--- src/rtl/mem_arbiter.sv ---
`timescale 1ns/1ps
`default_nettype none
// ============================================================================
// Module   : mem_arbiter
// Brief    : Round-robin arbiter serialising the instruction-fetch and data
//            buses onto a single memory port. Each grant is held until the
//            memory acknowledges; an optional timeout completes a hung
//            access with an error word and sets a sticky flag.
// Revision : 1.0 - initial release
// ============================================================================
module mem_arbiter #(
    parameter int unsigned            ADDR_W         = 19,
    parameter int unsigned            DATA_W         = 32,
    parameter int unsigned            TIMEOUT_CYCLES = 0,
    parameter logic [DATA_W-1:0]      ERR_DATA       = 32'hDEADBEEF
) (
    input  logic                  clk_i,
    input  logic                  rst_i,

    input  logic                  instr_valid_i,
    input  logic [ADDR_W-1:0]     instr_addr_i,
    output logic                  instr_ready_o,
    output logic [DATA_W-1:0]     instr_rdata_o,

    input  logic                  data_valid_i,
    input  logic [ADDR_W-1:0]     data_addr_i,
    input  logic [DATA_W-1:0]     data_wdata_i,
    input  logic [DATA_W/8-1:0]   data_wstrb_i,
    output logic                  data_ready_o,
    output logic [DATA_W-1:0]     data_rdata_o,

    output logic                  mem_valid_o,
    output logic [ADDR_W-1:0]     mem_addr_o,
    output logic [DATA_W-1:0]     mem_wdata_o,
    output logic [DATA_W/8-1:0]   mem_wstrb_o,
    output logic                  mem_instr_o,
    input  logic                  mem_ready_i,
    input  logic [DATA_W-1:0]     mem_rdata_i,

    output logic                  timeout_o
);

    localparam int unsigned STRB_W    = DATA_W / 8;
    localparam bit          c_TO_EN    = (TIMEOUT_CYCLES != 0);
    localparam logic [16:0] c_TO_LIMIT = 17'(TIMEOUT_CYCLES);

    typedef enum logic [1:0] {
        ST_IDLE = 2'd0,
        ST_BUSY = 2'd1,
        ST_RESP = 2'd2
    } state_t;

    state_t              r_state;
    state_t              w_state_next;

    // Latched request, drives the memory port for the whole transaction
    logic [ADDR_W-1:0]   r_addr;
    logic [DATA_W-1:0]   r_wdata;
    logic [STRB_W-1:0]   r_wstrb;
    logic                r_instr;
    logic                r_mem_valid;

    // Arbitration history: 1 when the instruction port held the last grant
    logic                r_last_instr;

    logic [15:0]         r_cnt;
    logic                r_timeout;
    logic                r_instr_ready;
    logic                r_data_ready;
    logic [DATA_W-1:0]   r_instr_rdata;
    logic [DATA_W-1:0]   r_data_rdata;

    logic                w_req_any;
    logic                w_grant_instr;
    logic                w_grant;
    logic                w_mem_done;
    logic                w_timeout_hit;
    logic                w_finish;
    logic [16:0]         w_cnt_inc;
    logic                w_is_write;

    // On a tie the port that did not win last time gets the grant
    assign w_req_any     = instr_valid_i | data_valid_i;
    assign w_grant_instr = instr_valid_i & (~data_valid_i | ~r_last_instr);
    assign w_grant       = (r_state == ST_IDLE) & w_req_any;

    // The counter holds the number of completed BUSY cycles, so the current
    // BUSY cycle is the last permitted one when count+1 equals the limit.
    // An acknowledge in that same cycle takes precedence over the timeout.
    assign w_cnt_inc     = {1'b0, r_cnt} + 17'd1;
    assign w_mem_done    = (r_state == ST_BUSY) & mem_ready_i;
    assign w_timeout_hit = (r_state == ST_BUSY) & ~mem_ready_i & c_TO_EN
                           & (w_cnt_inc == c_TO_LIMIT);
    assign w_finish      = w_mem_done | w_timeout_hit;
    assign w_is_write    = (r_wstrb != '0);

    // State register
    always_ff @(posedge clk_i) begin
        if (rst_i) begin
            r_state <= ST_IDLE;
        end else begin
            r_state <= w_state_next;
        end
    end

    // Next-state logic; RESP always returns to IDLE so a still-high valid
    // from the just-served port is not re-granted during its ready pulse
    always_comb begin
        w_state_next = r_state;
        case (r_state)
            ST_IDLE: if (w_req_any) w_state_next = ST_BUSY;
            ST_BUSY: if (w_finish)  w_state_next = ST_RESP;
            ST_RESP: w_state_next = ST_IDLE;
            default: w_state_next = ST_IDLE;
        endcase
    end

    // Latch the winning request and remember who won
    always_ff @(posedge clk_i) begin
        if (rst_i) begin
            r_addr       <= '0;
            r_wdata      <= '0;
            r_wstrb      <= '0;
            r_instr      <= 1'b0;
            r_last_instr <= 1'b0;
        end else if (w_grant) begin
            r_addr       <= w_grant_instr ? instr_addr_i : data_addr_i;
            r_wdata      <= w_grant_instr ? '0 : data_wdata_i;
            r_wstrb      <= w_grant_instr ? '0 : data_wstrb_i;
            r_instr      <= w_grant_instr;
            r_last_instr <= w_grant_instr;
        end
    end

    // Downstream valid and wait-cycle counter
    always_ff @(posedge clk_i) begin
        if (rst_i) begin
            r_mem_valid <= 1'b0;
            r_cnt       <= '0;
        end else if (w_grant) begin
            r_mem_valid <= 1'b1;
            r_cnt       <= '0;
        end else if (w_finish) begin
            r_mem_valid <= 1'b0;
        end else if (r_state == ST_BUSY) begin
            r_cnt       <= w_cnt_inc[15:0];
        end
    end

    // Completion: one-cycle ready pulse, read data capture, sticky timeout
    always_ff @(posedge clk_i) begin
        if (rst_i) begin
            r_instr_ready <= 1'b0;
            r_data_ready  <= 1'b0;
            r_instr_rdata <= '0;
            r_data_rdata  <= '0;
            r_timeout     <= 1'b0;
        end else begin
            r_instr_ready <= w_finish & r_instr;
            r_data_ready  <= w_finish & ~r_instr;
            if (w_mem_done) begin
                if (r_instr) begin
                    r_instr_rdata <= mem_rdata_i;
                end else begin
                    r_data_rdata  <= w_is_write ? '0 : mem_rdata_i;
                end
            end else if (w_timeout_hit) begin
                r_timeout <= 1'b1;
                if (r_instr) begin
                    r_instr_rdata <= ERR_DATA;
                end else begin
                    r_data_rdata  <= ERR_DATA;
                end
            end
        end
    end

    assign mem_valid_o   = r_mem_valid;
    assign mem_addr_o    = r_addr;
    assign mem_wdata_o   = r_wdata;
    assign mem_wstrb_o   = r_wstrb;
    assign mem_instr_o   = r_instr;
    assign instr_ready_o = r_instr_ready;
    assign instr_rdata_o = r_instr_rdata;
    assign data_ready_o  = r_data_ready;
    assign data_rdata_o  = r_data_rdata;
    assign timeout_o     = r_timeout;

endmodule
`default_nettype wire
--- config.mk ---
export PLATFORM = sky130hd
export DESIGN_NAME = mem_arbiter
export DESIGN_NICKNAME = d
export VERILOG_FILES = /design/src/rtl/mem_arbiter.sv
export SDC_FILE = /design/constraint.sdc
export NUM_CORES = 1
export LEC_CHECK = 0
export ABC_AREA = 1
export BUFFER_PORTS_ARGS = -buffer_cell sky130_fd_sc_hd__buf_2
export CORE_MARGIN = 8
export CORE_UTILIZATION = 42
export CTS_BUF_LIST = sky130_fd_sc_hd__clkbuf_8
export DETAILED_ROUTE_END_ITERATION = 6
export PLACE_DENSITY = 0.72
export SYNTH_ARGS = -nofsm -noshare
export SYNTH_HDL_FRONTEND = slang
export SYNTH_SLANG_ARGS = --single-unit
--- constraint.sdc ---
create_clock -name clk_i -period 1.5 [get_ports clk_i]
set_input_delay 0.3 -clock clk_i [delete_from_list [all_inputs] [get_ports clk_i]]
set_output_delay 0.3 -clock clk_i [all_outputs]
set_load 0.02 [all_outputs]
==> impl_summary.txt <==
----------------------------------------------------
[Global routing]
  Wire length of the first global-routing pass ... 24.2 mm
  Met3 GRT Util ... 0.0805
  Antenna violations before repair ... 3
  Gr ovfl total ... 0
  Met1 Resource Use GR ... 0.211
  Combined global-route utilization of all metal layers ... 0.183
  Pin count of the biggest net entering global routing ... 66
  Vias in the first global route ... 5008
  GR peak layer ... met2
  Met2 global-route usage ... 0.292

[Synth]
  Post-synthesis instance area ... 0.00539 mm^2
  Mapped Cells ... 843
  Cells taking the most area after synthesis ... sky130_fd_sc_hd__dfxtp_1 46%, sky130_fd_sc_hd__nand2_1 18%, sky130_fd_sc_hd__nor2_1 15%
  Top-count cell post-synth ... sky130_fd_sc_hd__nand2_1
  Count of unique library cells instantiated by Yosys ... 19
  Synthesis warning total ... 0
  Mean Syn Cell Area ... 6.40 um^2
  Async set-reset flop share out of synthesis ... 0
  Dominant synthesized flop cell ... sky130_fd_sc_hd__dfxtp_1
  EDFF count, synth ... 0
  Leading post-synthesis cells by instance count ... 253 x sky130_fd_sc_hd__nand2_1, 218 x sky130_fd_sc_hd__nor2_1, 125 x sky130_fd_sc_hd__dfxtp_1
  Post-synthesis register bit count ... 125
  Proportion of netlist area held by the largest area contributor ... 0.464
  Largest area contributor in the synthesized netlist ... sky130_fd_sc_hd__dfxtp_1
  Sequential cell area fraction in the yosys report ... 0.464
  Number of nets in the synthesized netlist ... 954

[Setup path]
  Category of the worst setup path capture point ... primary output
  Worst Path Class, Setup ... flop to primary output
  Worst Path Max Fanout ... 6
  Worst path top cell family by delay ... flip-flops
  Kind of launch point of the worst setup path ... flop
  Cell depth of the worst flop-to-flop path ... 7
  Critical-path cell list ... buf_2
  WP buf/inv ... 1
  Minimum setup slack among reg-to-reg paths ... 0.27 ns
  Worst stage delay on the critical path ... 0.40 ns
  Terminus of the critical flop-to-flop path ... mem_wdata_o[24]
  Worst EP required ... 1.20 ns
  Reg2Reg Launch Point ... r_state[0]
  CP max-delay cell ... sky130_fd_sc_hd__dfxtp_1
  Signal arrival time at the worst endpoint ... 1.04 ns

[Clock tree]
  Total number of clock tree sinks ... 125
  Count of cells resized by post-cts repair ... 0
  CTS H-Tree Depth ... 4
  Later-pin clock latency in the skew report ... 0.44 ns
  Maximum number of buffers from clock root to sink ... 2
  Post-cts hold buffer count ... 0
  Root buffer cell ... sky130_fd_sc_hd__clkbuf_8
  Clock buffer count from CTS ... 17
  Clock-pin slew reported for the worst setup and hold paths after clock tree synthesis ... 0.07 ns
  Post-CTS setup buffers ... 0
  CTS tree ... done

[STA]
  Max Clk Rate ... 0.744 GHz
  Setup total negative slack ... 0 ns
  Final period util ... 0.895
  Final Hold Violating Endpoints ... 0
  Tmin final ... 1.34 ns
  Clock skew after layout ... 0.00848 ns
  Final-report max-slew violation count ... 0
  Final-report setup violation count ... 0
  Final worst setup slack ... 0.157 ns
  Unrepaired setup endpoints after global routing ... no

[Placed design]
  Final Wtd Congestion ... 0.754
  Number of I/O port buffers ... 233
  Post-place setup slack ... 0.243 ns
  HPWL reported at the end of detailed placement ... 11.3 mm

[Hold path]
  Terminating pin of the worst hold path ... instr_rdata_o[29]
  Hold Path Stages ... 3
  Path category of the worst min-delay check ... input port to flop
  Hold Path Origin ... mem_rdata_i[29]

[Power]
  VDD IR-drop max ... 0.622 mV
  Total power divided by cell area ... 1200 mW/mm^2
  Total power after layout ... 8.66 mW
  Leakage ... 4.33 nW

[Cells and area]
  Number of antenna diodes ... 0
  Synthesis-to-layout area growth ... 33.4%
  Number of nets at the end of the flow ... 1174
  Fraction of final layout cells sized beyond drive strength 1 ... 0.268

[Routing]
  Detailed-route wire length per cell ... 12.3 um
  Vias post-DR ... 5442
  Total Wirelength ... 15.4 mm
  Drt first pass iters ... 5
  Starting DRC count in detailed routing ... 331
  Routed via count divided by cell count ... 4.36
  Total DRC errors in the routed layout ... 0
  Residual antenna-violating net count after detailed routing ... 0

[Floorplan]
  Top-level port count ... 235
  Total Die Area ... 0.0167 mm^2
  Initial core utilization ... 0.429
  Cell Rows ... 41
  Die boundary height ... 129 um
  Core footprint ... 0.0126 mm^2
  Die width ... 129 um

[Run status]
  Status ... finished clean

[Flow run]
  Max-capacitance violation count ... 0

----------------------------------------------------
[routing by layer]
| metal | routed length, um | part of all wire | up-vias |
|---|---|---|---|
| li1 | - | - | 2921 |
| met1 | 6460 | 0.42 | 2293 |
| met4 | 170 | 0.011 | 6 |
| met3 | 1840 | 0.12 | 21 |
| met2 | 6870 | 0.45 | 201 |
| met5 | 26 | 0.0017 | - |
[placed cells by master, fill, tap and decap left out]
| cell type | n |
|---|---|
| sky130_fd_sc_hd__a21oi_1 | 7 |
| sky130_fd_sc_hd__clkbuf_8 | 17 |
| sky130_fd_sc_hd__nand3b_1 | 1 |
| sky130_fd_sc_hd__nand4_1 | 1 |
| sky130_fd_sc_hd__inv_6 | 1 |
| sky130_fd_sc_hd__nand2_2 | 1 |
| sky130_fd_sc_hd__nand2_1 | 252 |
| sky130_fd_sc_hd__buf_4 | 10 |
| sky130_fd_sc_hd__inv_2 | 1 |
| sky130_fd_sc_hd__clkinvlp_4 | 5 |
| sky130_fd_sc_hd__nand3_1 | 33 |
| sky130_fd_sc_hd__nand4_2 | 1 |
| sky130_fd_sc_hd__inv_1 | 110 |
| sky130_fd_sc_hd__conb_1 | 1 |
| sky130_fd_sc_hd__buf_2 | 233 |
| sky130_fd_sc_hd__o21ai_1 | 12 |
| sky130_fd_sc_hd__nor2_2 | 1 |
| sky130_fd_sc_hd__nor2_4 | 1 |
| sky130_fd_sc_hd__clkinv_2 | 4 |
| sky130_fd_sc_hd__dfxtp_1 | 125 |
| sky130_fd_sc_hd__bufinv_16 | 5 |
| sky130_fd_sc_hd__o21ai_0 | 28 |
| sky130_fd_sc_hd__buf_12 | 7 |
| sky130_fd_sc_hd__clkinv_4 | 1 |
| sky130_fd_sc_hd__nor2_1 | 218 |
[worst reg2reg max path, stage by stage (launching register included)]
cell and delay (ns):
sky130_fd_sc_hd__dfxtp_1 0.37, sky130_fd_sc_hd__inv_1 0.07, sky130_fd_sc_hd__nand2_1 0.08, sky130_fd_sc_hd__nor2_4 0.15, sky130_fd_sc_hd__buf_4 0.27, sky130_fd_sc_hd__nand2_1 0.09
sky130_fd_sc_hd__nand2_1 0.06, sky130_fd_sc_hd__nor2_1 0.04
[worst max path at each step]
stage | from | to | slack (ns) | cells after the start
after floorplan | r_last_instr | mem_addr_o[10] | 0.22 | 7
after global routing | r_state[0] | mem_addr_o[7] | 0.07 | 7
after global placement | instr_valid_i | mem_wdata_o[6] | 0.29 | 7
final | r_last_instr | mem_instr_o | 0.16 | 1
after CTS | r_last_instr | mem_instr_o | 0.10 | 1
after detailed placement | data_valid_i | mem_wdata_o[19] | 0.24 | 6
[state kept, by name, summed over array words and instances, names as in the netlist]
signal,flops
data_rdata_o,32
mem_wstrb_o,4
instr_ready_o,1
r_state,2
mem_valid_o,1
r_last_instr,1
mem_addr_o,19
data_ready_o,1
instr_rdata_o,32
mem_wdata_o,32
[layout make-up]
| type | count | area (um^2) |
|---|---|---|
| clock buffers | 17 | 234 |
| flip-flops and latches | 125 | 2500 |
| inverters | 112 | 422 |
| well taps | 172 | 215 |
| repair buffers | 250 | 1380 |
| clock inverters | 15 | 220 |
| multi-input cells | 557 | 2220 |
| fillers | 1250 | 5380 |
[power breakdown]
part | internal (mW) | leakage (nW) | switching, mW
Combinational | 0.579 | 3.10 | 1.06
Sequential | 3.55 | 1.02 | 0.119
Clock | 1.97 | 0.214 | 1.38
Total | 6.10 | 4.33 | 2.56
[cells by family after synthesis]
group | share of synthesized area
simple gates | 0.366
other cells | 0.000695
flops | 0.464
buf+inv | 0.126
compound gates | 0.0436
[stage by stage]
step	std cells	hold WS (ns)	cell area [um^2]	util
floorplan	843	0.435	5390	-
global placement	1216	0.457	6740	0.536
detailed placement	1216	0.454	6740	0.536
CTS	1248	0.0686	7190	0.572
global route	1248	0.0843	7190	0.572
finish	1248	0.103	7190	0.572
Note: power is estimated with default switching activity, not from simulation.
